===== src/rtl/riscv_enc_pkg.sv =====
// Shared RV32I encoding constants for the instruction encoder/loader.
// Holds the instruction-class codes, the nine major opcodes (the same set the
// main decoder recognises), the canonical NOP word and the loader FSM states.
package riscv_enc_pkg;

    // Instruction classes carried on the descriptor stream; 9..15 are illegal.
    localparam logic [3:0] CLS_R      = 4'd0;
    localparam logic [3:0] CLS_I_ALU  = 4'd1;
    localparam logic [3:0] CLS_LOAD   = 4'd2;
    localparam logic [3:0] CLS_STORE  = 4'd3;
    localparam logic [3:0] CLS_BRANCH = 4'd4;
    localparam logic [3:0] CLS_JAL    = 4'd5;
    localparam logic [3:0] CLS_JALR   = 4'd6;
    localparam logic [3:0] CLS_LUI    = 4'd7;
    localparam logic [3:0] CLS_AUIPC  = 4'd8;

    // Major opcodes.
    localparam logic [6:0] OPC_R      = 7'b0110011;
    localparam logic [6:0] OPC_I_ALU  = 7'b0010011;
    localparam logic [6:0] OPC_LOAD   = 7'b0000011;
    localparam logic [6:0] OPC_STORE  = 7'b0100011;
    localparam logic [6:0] OPC_BRANCH = 7'b1100011;
    localparam logic [6:0] OPC_JAL    = 7'b1101111;
    localparam logic [6:0] OPC_JALR   = 7'b1100111;
    localparam logic [6:0] OPC_LUI    = 7'b0110111;
    localparam logic [6:0] OPC_AUIPC  = 7'b0010111;

    // addi x0,x0,0
    localparam logic [31:0] NOP_WORD = 32'h0000_0013;

    typedef enum logic [1:0] {
        StIdle = 2'd0,
        StLoad = 2'd1,
        StDone = 2'd2
    } state_t;

endpackage


===== src/rtl/instr_field_packer.sv =====
// Combinational RV32I field packer.
// Ports:
//   i_class            instruction class code
//   i_rd/i_rs1/i_rs2   register indices
//   i_funct3, i_f7b5   funct3 and funct7 bit 5
//   i_imm              sign-extended immediate (U-type: upper 20 bits used)
//   o_word             packed 32-bit instruction (NOP for illegal classes)
//   o_illegal          class code is not one of the nine legal classes
module instr_field_packer
    import riscv_enc_pkg::*;
(
    input  logic [3:0]  i_class,
    input  logic [4:0]  i_rd,
    input  logic [4:0]  i_rs1,
    input  logic [4:0]  i_rs2,
    input  logic [2:0]  i_funct3,
    input  logic        i_f7b5,
    input  logic [31:0] i_imm,
    output logic [31:0] o_word,
    output logic        o_illegal
);

    logic [11:0] w_imm_i;

    // Shift-immediate forms carry funct7 in the upper immediate bits.
    always_comb begin
        w_imm_i = i_imm[11:0];
        if (i_funct3 == 3'b001 || i_funct3 == 3'b101) begin
            w_imm_i = {1'b0, i_f7b5, 5'b0, i_imm[4:0]};
        end
    end

    always_comb begin
        o_word    = NOP_WORD;
        o_illegal = 1'b0;
        case (i_class)
            CLS_R:
                o_word = {1'b0, i_f7b5, 5'b0, i_rs2, i_rs1, i_funct3, i_rd, OPC_R};
            CLS_I_ALU:
                o_word = {w_imm_i, i_rs1, i_funct3, i_rd, OPC_I_ALU};
            CLS_LOAD:
                o_word = {i_imm[11:0], i_rs1, i_funct3, i_rd, OPC_LOAD};
            CLS_STORE:
                o_word = {i_imm[11:5], i_rs2, i_rs1, i_funct3, i_imm[4:0], OPC_STORE};
            CLS_BRANCH:
                o_word = {i_imm[12], i_imm[10:5], i_rs2, i_rs1, i_funct3,
                          i_imm[4:1], i_imm[11], OPC_BRANCH};
            CLS_JAL:
                o_word = {i_imm[20], i_imm[10:1], i_imm[11], i_imm[19:12], i_rd, OPC_JAL};
            CLS_JALR:
                o_word = {i_imm[11:0], i_rs1, 3'b000, i_rd, OPC_JALR};
            CLS_LUI:
                o_word = {i_imm[31:12], i_rd, OPC_LUI};
            CLS_AUIPC:
                o_word = {i_imm[31:12], i_rd, OPC_AUIPC};
            default: begin
                o_word    = NOP_WORD;
                o_illegal = 1'b1;
            end
        endcase
    end

endmodule


===== src/rtl/imem_program_loader.sv =====
// Instruction-memory program loader: encodes descriptor-stream entries into
// RV32I words and writes them to consecutive word addresses from 0.
// Ports:
//   clk, rst            clock, asynchronous active-low reset
//   start               begin a load session (IDLE or DONE only)
//   in_valid/in_ready   descriptor handshake
//   in_class..in_last   descriptor fields
//   imem_we/addr/wdata  registered instruction-memory write port
//   count               words written this session
//   done                session finished
//   err                 sticky illegal-class / overflow flag
module imem_program_loader
    import riscv_enc_pkg::*;
#(
    parameter int unsigned ADDR_W = 10
) (
    input  logic              clk,
    input  logic              rst,
    input  logic              start,
    input  logic              in_valid,
    output logic              in_ready,
    input  logic [3:0]        in_class,
    input  logic [4:0]        in_rd,
    input  logic [4:0]        in_rs1,
    input  logic [4:0]        in_rs2,
    input  logic [2:0]        in_funct3,
    input  logic              in_f7b5,
    input  logic [31:0]       in_imm,
    input  logic              in_last,
    output logic              imem_we,
    output logic [ADDR_W-1:0] imem_addr,
    output logic [31:0]       imem_wdata,
    output logic [ADDR_W:0]   count,
    output logic              done,
    output logic              err
);

    localparam logic [ADDR_W:0] CNT_ONE = 1;

    state_t              r_state;
    logic [ADDR_W:0]     r_count;
    logic                r_err;
    logic                r_we;
    logic [ADDR_W-1:0]   r_addr;
    logic [31:0]         r_wdata;

    logic [31:0]         w_word;
    logic                w_illegal;
    logic                w_ready;

    instr_field_packer u_packer (
        .i_class   (in_class),
        .i_rd      (in_rd),
        .i_rs1     (in_rs1),
        .i_rs2     (in_rs2),
        .i_funct3  (in_funct3),
        .i_f7b5    (in_f7b5),
        .i_imm     (in_imm),
        .o_word    (w_word),
        .o_illegal (w_illegal)
    );

    // count never exceeds DEPTH, so its top bit alone marks a full memory.
    assign w_ready = (r_state == StLoad) && !r_count[ADDR_W];

    always_ff @(posedge clk or negedge rst) begin
        if (!rst) begin
            r_state <= StIdle;
            r_count <= '0;
            r_err   <= 1'b0;
            r_we    <= 1'b0;
            r_addr  <= '0;
            r_wdata <= '0;
        end else begin
            r_we <= 1'b0;
            case (r_state)
                StIdle, StDone: begin
                    if (start) begin
                        r_state <= StLoad;
                        r_count <= '0;
                        r_err   <= 1'b0;
                    end
                end
                StLoad: begin
                    if (in_valid && w_ready) begin
                        r_we    <= 1'b1;
                        r_addr  <= r_count[ADDR_W-1:0];
                        r_wdata <= w_word;
                        r_count <= r_count + CNT_ONE;
                        if (w_illegal) begin
                            r_err <= 1'b1;
                        end
                        if (in_last) begin
                            r_state <= StDone;
                        end else if (&r_count[ADDR_W-1:0]) begin
                            // Last free word consumed without an end marker.
                            r_state <= StDone;
                            r_err   <= 1'b1;
                        end
                    end
                end
                default: r_state <= StIdle;
            endcase
        end
    end

    assign in_ready   = w_ready;
    assign imem_we    = r_we;
    assign imem_addr  = r_addr;
    assign imem_wdata = r_wdata;
    assign count      = r_count;
    assign done       = (r_state == StDone);
    assign err        = r_err;

endmodule


===== config.mk =====
export PLATFORM = sky130hd
export DESIGN_NAME = imem_program_loader
export DESIGN_NICKNAME = d
export VERILOG_FILES = /design/src/rtl/riscv_enc_pkg.sv /design/src/rtl/instr_field_packer.sv /design/src/rtl/imem_program_loader.sv
export SDC_FILE = /design/constraint.sdc
export NUM_CORES = 1
export LEC_CHECK = 0
export ABC_AREA = 1
export BUFFER_PORTS_ARGS = -buffer_cell sky130_fd_sc_hd__buf_2
export CAP_MARGIN = 20
export CELL_PAD_IN_SITES_DETAIL_PLACEMENT = 0
export CELL_PAD_IN_SITES_GLOBAL_PLACEMENT = 1
export CORE_MARGIN = 1
export CORE_UTILIZATION = 38
export CTS_BUF_LIST = sky130_fd_sc_hd__clkbuf_8
export DETAILED_ROUTE_END_ITERATION = 10
export PLACE_DENSITY_LB_ADDON = 0.05
export SYNTH_ARGS = -nofsm -noshare
export SYNTH_HDL_FRONTEND = slang
export SYNTH_SLANG_ARGS = --single-unit

===== constraint.sdc =====
create_clock -name clk -period 2.4 [get_ports clk]
set_clock_uncertainty 0.1 [all_clocks]
set_input_delay 0.24 -clock clk [delete_from_list [all_inputs] [get_ports clk]]
set_output_delay 0.24 -clock clk [all_outputs]
set_load 0.005 [all_outputs]

==> results.py, run 1 <==
metrics = {
    "detailed_routing": {
        "routedWlPerCell_um": 13.2,
        "routed_wl_um": 9140,
        "ant_nets": 0,
        "vias": 3376,
        "drc": 0,
        "first_pass_iters": 4,
        "first_iter_violations": 179,
        "viasPerCell": 4.87,
    },
    "timing": {
        "layout_setup_ws_ps": 599,
        "fmax_mhz": 555,
        "setup_violations": 0,
        "rsz0062_at_grt": "false",
        "relSlewSlack": 0.462,
        "final.setup.tns_ps": 0,
        "slew_violations": 0,
        "finalHoldViolCount": 0,
        "period_share": 0.751,
        "fin_crit_ps": 1800,
        "worst_slew_pin_slew_ps": 804,
    },
    "floorplan": {
        "rows": 33,
        "die_h_um": 94.2,
        "dieArea_um2": 8870,
        "start_util": 0.393,
        "ioPinCount": 117,
        "core_area_um2": 8220,
        "die_w_um": 94.2,
    },
    "power": {
        "power_density_nw_per_um2": 767,
        "netSwitchingPower_uw": 1190,
        "intPower_uw": 1890,
        "swShare": 0.386,
        "finalPower_uw": 3080,
        "clockPowerShare": 0.180,
        "power.leakage_uw": 0.00234,
        "vdd_ir_drop_max_uv": 313,
        "pwr-share-comb": 0.369,
        "seqPwrFrac": 0.451,
    },
    "logic_synthesis": {
        "synth_fp_nets": 534,
        "ys_seq_area_frac": 0.434,
        "syn_area_um2": 3230,
        "synthCells": 473,
        "ys_types": 25,
        "avgSynthCellArea_um2": 6.83,
        "synth_seq_cells": 56,
        "yosysWarnings": 0,
    },
    "critical_path": {
        "crit_start": "r_state[1]",
        "r2r_start": "r_state[1]",
        "crit_slowest_cell": "nor3_4",
        "crit_top_cell": "nor2_1",
        "crit_required_ps": 2560,
        "path_cells": "inv_1 -> nand2_2 -> nor3_4 -> buf_4 -> nor2_1 -> nor2_1",
        "cp_top_family": "simple AND/OR/NAND/NOR gates",
        "crit_path_max_incr_delay_ps": 600,
        "worst-setup-path-type": "reg -> reg",
        "cp-end-kind": "flop",
        "crit_arrival_ps": 1960,
        "cp_max_fo": 19,
        "start_kind": "flop",
        "critical_path_buf_inv_count": 2,
    },
    "cts": {
        "clkSlewWorstSetupHoldPaths_ps": 110,
        "max-clock-path-buffers": 2,
        "post_cts_buffers": 0,
        "ctsResizeCount": 0,
        "worstSkewPairLatency_ps": 320,
        "hold_buffers": 1,
        "cts_sinks": 56,
        "cts_tree": "built",
        "cts_buffers": 5,
        "cts-root-buf": "clkbuf_8",
        "htree_levels": 2,
    },
    "place": {
        "port-buffer-count": 116,
        "dp.cells": 684,
        "gp_congestion": 0.853,
        "pre_cts_slack_ps": 409,
        "hpwl_um": 6880,
    },
    "global_routing": {
        "grt_usage": 0.218,
        "overflow": 0,
        "grt_pass1_vias": 3020,
        "antenna_found_initial": 0,
        "grt_max_degree": 25,
        "grt_first_pass_wirelength_um": 15000,
    },
    "outcome": {
        "status": "completed",
    },
    "final_layout": {
        "syn_to_final_growth_pct": 24.2,
        "post-route-util": 0.488,
        "final_cell_mix": "nand2_1, buf_2, nand3_1",
        "diodes": 0,
        "fin_cells": 693,
        "final_common_cell": "nand2_1",
        "nFillCells": 870,
        "fin_nets": 648,
        "drive_gt1_frac": 0.250,
    },
    "worst_hold_path": {
        "hold_path.class": "in -> reg",
        "hp-start": "in_imm[9]",
    },
    "run": {
        "cap_viol_max_count": 0,
    },
}
[power by group through the flow]
stage | Sequential (µW) | Combinational (µW) | Clock, µW
4_1_cts | 1390 | 1150 | 584
6_report | 1390 | 1140 | 554
3_5_place_dp | 1410 | 1150 | 0
5_1_grt | 1430 | 1320 | 612
3_3_place_gp | 1400 | 1140 | 0
2_1_floorplan | 1410 | 607 | 0
[final timing paths]
path,to,slack (ps),cells past startpoint
setup / recovery,imem_addr[0],600,6
hold / removal,imem_wdata[29],90,5
setup reg to reg,imem_addr[0],600,6
hold reg to reg,imem_wdata[16],380,2
max in group asynchronous,count[8],1190,3
min in group asynchronous,imem_wdata[24],320,2
[tightest hold or removal path, delay by kind of cell]
kind | cells | cell delay [ps]
simple gates | 4 | 180
buf+inv | 1 | 70
[area by class of cell]
class	instances	area, µm²	area share
Clock buffer	5	68.8	0.0171
Clock inverter	3	25.0	0.00624
Inverter	27	101	0.0253
Multi-Input combinational cell	371	1630	0.405
Sequential cell	56	1400	0.349
Tap cell	105	131	0.0327
Timing Repair Buffer	126	658	0.164
[metrics by stage]
step	hold slack (ps)	instance area [µm²]
after global routing	103	4010
after floorplan	-156	3230
after CTS	80.9	4010
after detailed placement	150	3910
after global placement	153	3910
final	89.4	4010
[synthesized netlist by cell type]
library cell / n / area, µm²
nand2_2: 5 / 31.3
buf_6: 1 / 11.3
nor2_4: 2 / 22.5
nor2_2: 1 / 6.26
nand3_2: 2 / 20.0
ha_1: 1 / 12.5
nand4_1: 7 / 43.8
nand3_1: 68 / 340
buf_2: 11 / 55.1
a21o_1: 1 / 7.51
o21ai_0: 25 / 125
inv_1: 26 / 97.6
xor2_1: 1 / 8.76
nor3_1: 2 / 10.0
or2_2: 2 / 12.5
nor3_2: 1 / 10.0
dfrtp_1: 56 / 1400
o31ai_1: 1 / 7.51
nand2_1: 209 / 785
buf_4: 4 / 30.0
clkbuf_1: 3 / 11.3
o21bai_1: 1 / 7.51
nor2_1: 32 / 120
inv_2: 1 / 3.75
a21oi_1: 10 / 50.1
[layer usage]
layer  GRT usage  vias to the layer above  wire [µm]
li1            -                     1742          -
met1       0.320                     1521       4550
met2       0.330                      107       3890
met3      0.0413                        6        617
met4      0.0462                        0         76
met5           0                        -          0
[state kept, by name (all words and copies together) (netlist names)]
signal      count
err             1
imem_wdata     31
r_state         2
count          11
imem_we         1
imem_addr      10
[kinds of logic after synthesis]
kind of cell,count (synthesis),synth area share
adders and majority gates,1,0.00387
buffers and inverters,46,0.0647
xor gates and xnor gates,1,0.00271
AOI/OAI and AO/OA,38,0.0612
DFF,56,0.434
and+or+nand+nor,331,0.434
Note: power is estimated with default switching activity, not from simulation.
==> run 2, diff against run 1 <==
CORE_UTILIZATION = 35   (was 38)
clock period = 1.8 ns   (was 2.4 ns; I/O delays follow)
==> results.py, run 2 (synthesis gave the netlist of run 1 again) <==
metrics = {
    "place": {
        "hpwl_um": 6990,
        "gp_congestion": 0.808,
        "port-buffer-count": 116,
        "dp.cells": 693,
        "dpl_cell_area_um2": 3970,
        "pre_cts_slack_ps": -7.03,
    },
    "global_routing": {
        "grt_first_pass_wirelength_um": 15900,
        "antenna_found_initial": 1,
        "grt_pass1_vias": 3308,
        "grt_usage": 0.205,
        "grt_max_degree": 57,
        "overflow": 0,
    },
    "cts": {
        "worstSkewPairLatency_ps": 310,
        "htree_levels": 2,
        "cts_tree": "built",
        "max-clock-path-buffers": 2,
        "cts_sinks": 56,
        "cts-root-buf": "clkbuf_8",
        "clkSlewWorstSetupHoldPaths_ps": 100,
        "post_cts_buffers": 0,
        "cts_buffers": 5,
    },
    "power": {
        "netSwitchingPower_uw": 1560,
        "seqPwrFrac": 0.415,
        "vdd_ir_drop_max_uv": 465,
        "power_density_nw_per_um2": 1070,
        "clockPowerShare": 0.219,
        "intPower_uw": 2830,
        "swShare": 0.355,
        "pwr-share-comb": 0.366,
        "power.leakage_uw": 0.00240,
    },
    "critical_path": {
        "path_cells": "inv_1 -> nand2_2 -> nor2_4 -> nand2_2 -> buf_4 -> buf_4 -> nand2_1 -> nand2_1",
        "start_kind": "flop",
        "worst-setup-path-type": "reg -> reg",
        "crit_arrival_ps": 1680,
        "crit_slowest_cell": "dfrtp_1",
        "cp-end-kind": "flop",
        "cp_max_fo": 17,
        "crit_path_max_incr_delay_ps": 390,
        "crit_required_ps": 1890,
        "cp_top_family": "simple AND/OR/NAND/NOR gates",
        "critical_path_buf_inv_count": 3,
    },
    "timing": {
        "whs_ps": 59.0,
        "final.setup.tns_ps": 0,
        "fmax_mhz": 632,
        "finalHoldViolCount": 0,
        "slew_violations": 0,
        "setup_violations": 0,
        "rsz0062_at_grt": "false",
        "worst_slew_pin_slew_ps": 750,
        "period_share": 0.880,
        "relSlewSlack": 0.498,
        "layout_setup_ws_ps": 217,
        "fin_crit_ps": 1580,
    },
    "detailed_routing": {
        "wl_met2_um": 3870,
        "top_layer_used": "met5",
        "viasPerCell": 4.82,
        "first_iter_violations": 158,
        "wl_met1_um": 4700,
        "routed_wl_um": 9320,
        "routedWlPerCell_um": 13.3,
        "ant_nets": 0,
        "drc": 13,
        "first_pass_iters": 7,
        "vias": 3377,
        "wl_met3_um": 685,
    },
    "outcome": {
        "status": "finished, violations left",
        "violations": "design-rule violations",
    },
    "floorplan": {
        "dieArea_um2": 9620,
        "start_util": 0.365,
        "core_area_um2": 8850,
        "die_w_um": 98.1,
        "rows": 34,
        "die_h_um": 98.1,
        "ioPinCount": 117,
    },
    "final_layout": {
        "finish.instance_area_um2": 4110,
        "syn_to_final_growth_pct": 27.3,
        "largest_register_ffs": 31,
        "fin_nets": 654,
        "final_common_cell": "nand2_1",
        "drive_gt1_frac": 0.256,
        "diodes": 0,
        "nFillCells": 932,
        "final_cell_mix": "nand2_1, buf_2, nand3_1",
        "fin_cells": 701,
    },
    "worst_hold_path": {
        "hold_path.class": "in -> reg",
    },
    "run": {
        "cap_viol_max_count": 0,
    },
}
## run 2: power by group through the flow
| stage | sequential, µW | clock [µW] | combinational (µW) |
|---|---|---|---|
| after floorplan | 1880 | 0 | 810 |
| after global placement | 1840 | 0 | 1620 |
| after detailed placement | 1850 | 0 | 1620 |
| after CTS | 1830 | 996 | 1630 |
| after global routing | 1880 | 1040 | 1850 |
| final | 1820 | 961 | 1600 |
## run 2: final cells by class
type	instances	area, µm²	share of cell area
Multi-Input combinational cell	371	1630	0.397
Sequential cell	56	1400	0.341
Timing Repair Buffer	132	716	0.174
Tap cell	108	135	0.0328
Inverter	27	101	0.0246
Clock buffer	5	68.8	0.0167
Clock inverter	2	60.1	0.0146
## run 2: what timing repair did
| item | in CTS | in global routing |
|---|---|---|
| gates resized for setup | 0 | 1 |
| endpoints found under the setup margin | 0 | 1 |
| hold buffers | 1 | 0 |
| endpoints found under the hold margin | 56 | 0 |
## run 2: worst reg2reg max path: stages, from the launching register on
cell and delay (ps):
dfrtp_1 390, inv_1 80, nand2_2 130, nor2_4 140, nand2_2 120, buf_4 220, buf_4 180, nand2_1 60
nand2_1 50
## run 2: routing by layer
layer / GRT usage / vias up
li1: - / 1751
met1: 0.301 / 1527
met2: 0.313 / 90
met3: 0.0415 / 7
met4: 0.0431 / 2
met5: 0 / -
## run 2: path summary, 6_finish.rpt
| path | depth (start not counted) | end | slack (ps) | start |
|---|---|---|---|---|
| worst max-delay path | 8 | imem_wdata[9] | 220 | r_state[1] |
| worst min register to register | 2 | imem_wdata[11] | 390 | imem_wdata[11] |
| min in group asynchronous | 3 | imem_wdata[24] | 280 | rst |
| worst max register to register | 8 | imem_wdata[9] | 220 | r_state[1] |
| max in group asynchronous | 3 | imem_wdata[11] | 1020 | rst |
| worst min-delay path | 5 | imem_wdata[28] | 60 | in_imm[8] |
## run 2: stage by stage
step           utilization  power, µW
2_1_floorplan            -       2690
3_3_place_gp         0.449       3460
3_5_place_dp         0.449       3460
4_1_cts              0.464       4450
5_1_grt              0.465       4760
6_report             0.465       4390
==> run 3, diff against run 2 <==
CORE_UTILIZATION = 36   (was 35)
SYNTH_HIERARCHICAL = 1   (was not set)
==> results.py, run 3 <==
metrics = {
    "outcome": {
        "status": "completed",
    },
    "final_layout": {
        "final_cell_mix": "nand2_1, buf_2, nand3_1",
        "final_common_cell": "nand2_1",
        "drive_gt1_frac": 0.267,
        "syn_to_final_growth_pct": 28.2,
        "largest_register_ffs": 32,
        "nFillCells": 973,
        "fin_nets": 685,
        "post-route-util": 0.485,
        "diodes": 0,
    },
    "detailed_routing": {
        "routedWlPerCell_um": 13.1,
        "first_iter_violations": 144,
        "wl_met3_um": 409,
        "drc": 0,
        "ant_nets": 0,
        "viasPerCell": 4.78,
        "routed_wl_um": 9630,
        "first_pass_iters": 4,
        "wl_met1_um": 4640,
        "vias": 3525,
        "wl_met2_um": 4470,
        "top_layer_used": "met4",
    },
    "logic_synthesis": {
        "synth.area.top_cells": "dfrtp_1, nand2_1, nand3_1",
        "synthArstFlopShare": 1.00,
        "ys_types": 26,
        "yosys.area.top_type": "dfrtp_1",
        "synth_seq_cells": 57,
        "yosysWarnings": 6,
        "synthCells": 498,
        "synth.most_common_cell": "nand2_1",
        "netlist.area_leader.share": 0.424,
        "synth-edff-count": 0,
        "ys_seq_area_frac": 0.424,
        "ys_dominant_reg_cell": "dfrtp_1",
        "synth_common_cells": "nand2_1, nand3_1, dfrtp_1",
        "avgSynthCellArea_um2": 6.75,
        "syn_area_um2": 3360,
    },
    "cts": {
        "cts_buffers": 9,
        "htree_levels": 3,
        "clkSlewWorstSetupHoldPaths_ps": 70,
        "cts_sinks": 57,
        "cts-root-buf": "clkbuf_8",
        "cts_tree": "built",
        "worstSkewPairLatency_ps": 320,
        "max-clock-path-buffers": 2,
    },
    "global_routing": {
        "grt_first_pass_wirelength_um": 15700,
        "antenna_found_initial": 0,
        "grt_pass1_vias": 3207,
        "grt_max_degree": 58,
        "grt_usage": 0.205,
        "overflow": 0,
    },
    "worst_hold_path": {
        "hold_path.class": "in -> reg",
        "hp-start": "in_imm[9]",
    },
    "critical_path": {
        "crit_arrival_ps": 1320,
        "critical_path_buf_inv_count": 2,
        "crit_required_ps": 1520,
        "cp_max_fo": 4,
        "crit_path_max_incr_delay_ps": 390,
        "start_kind": "flop",
        "cp_top_family": "flip-flops",
        "path_cells": "inv_1 -> nand2_1 -> nor2_1 -> buf_2",
        "cp-end-kind": "output pin",
        "crit_slowest_cell": "dfrtp_1",
        "r2r_start": "r_state[1]",
        "worst-setup-path-type": "reg -> out",
        "crit_start": "r_state[1]",
    },
    "timing": {
        "slew_violations": 0,
        "whs_ps": 40.2,
        "final.setup.tns_ps": 0,
        "rsz0062_at_grt": "false",
        "finalHoldViolCount": 0,
        "setup_violations": 0,
        "fmax_mhz": 627,
        "period_share": 0.886,
        "fin_crit_ps": 1600,
    },
    "place": {
        "hpwl_um": 7270,
        "port-buffer-count": 116,
        "gp_congestion": 0.944,
    },
    "power": {
        "finalPower_uw": 4900,
        "power.leakage_uw": 0.00258,
        "vdd_ir_drop_max_uv": 500,
        "power_density_nw_per_um2": 1140,
    },
    "floorplan": {
        "core_area_um2": 8890,
        "die_w_um": 98.6,
        "ioPinCount": 117,
        "dieArea_um2": 9730,
        "rows": 34,
        "die_h_um": 98.6,
        "start_util": 0.378,
    },
    "run": {
        "cap_viol_max_count": 0,
    },
}
## run 3: changes by cell type after synthesis, sizes merged, moves of 3 or more
cell,delta
a21oi,-4
buf,+4
clkbuf,-3
inv,+4
nand2,+26
nand3,+4
nor2,+5
o21ai,-9
## run 3: final timing paths
check | endpoint | slack, ps | cells after the start
setup / recovery | in_ready | 200 | 4
hold / removal | imem_wdata[29] | 40 | 5
setup reg to reg | imem_wdata[3] | 260 | 6
hold reg to reg | imem_addr[2] | 370 | 2
max in group asynchronous | imem_wdata[24] | 1050 | 3
min in group asynchronous | imem_wdata[1] | 280 | 3
## run 3: what timing repair did
action,4_1_cts,5_1_grt
buffers inserted,0,0
hold buffers,1,0
endpoints found under the hold margin,57,0
gates resized for setup,0,0
setup endpoints to repair,0,0
## run 3: area by class of cell
cell class | instances | area, µm² | area share
multi-input combinational | 391 | 1690 | 0.393
sequential | 57 | 1430 | 0.331
timing repair buffer | 134 | 731 | 0.169
tap | 108 | 135 | 0.0313
clock buffer | 9 | 124 | 0.0287
inverter | 31 | 116 | 0.0270
clock inverter | 7 | 86.3 | 0.0200
## run 3: cells by family after synthesis
family	after synthesis	synth area share
fa+ha+maj	1	0.00372
flops	57	0.424
compound gates	23	0.0350
buf+inv	51	0.0733
simple gates	364	0.460
other cells	1	0.00112
xor+xnor	1	0.00261
## run 3: per-stage QoR
stage               std cells  instance area (µm²)  setup slack [ps]
CTS                       737                 4310               183
global placement          720                 4090               189
detailed placement        720                 4090               114
finish                    737                 4310               205
floorplan                 499                 3370               430
global route              737                 4310               104
## run 3: layer usage
metal,up-vias,global-route usage
li1,1824,-
met1,1598,0.284
met2,94,0.330
met3,9,0.0390
met4,0,0.0540
met5,-,0
## run 3: worst register-to-register path: cells and delay by family (launching register included)
family | cells | cell delay [ps]
and+or+nand+nor | 3 | 370
DFF | 1 | 390
buffers and inverters | 3 | 620
## run 3: power by group
group | total (µW) | internal (µW) | switching, µW | leakage, µW
clock network | 1280 | 767 | 511 | 0.000110
logic | 1710 | 695 | 1020 | 0.00171
registers | 1910 | 1670 | 234 | 0.000757
total | 4900 | 3140 | 1760 | 0.00258
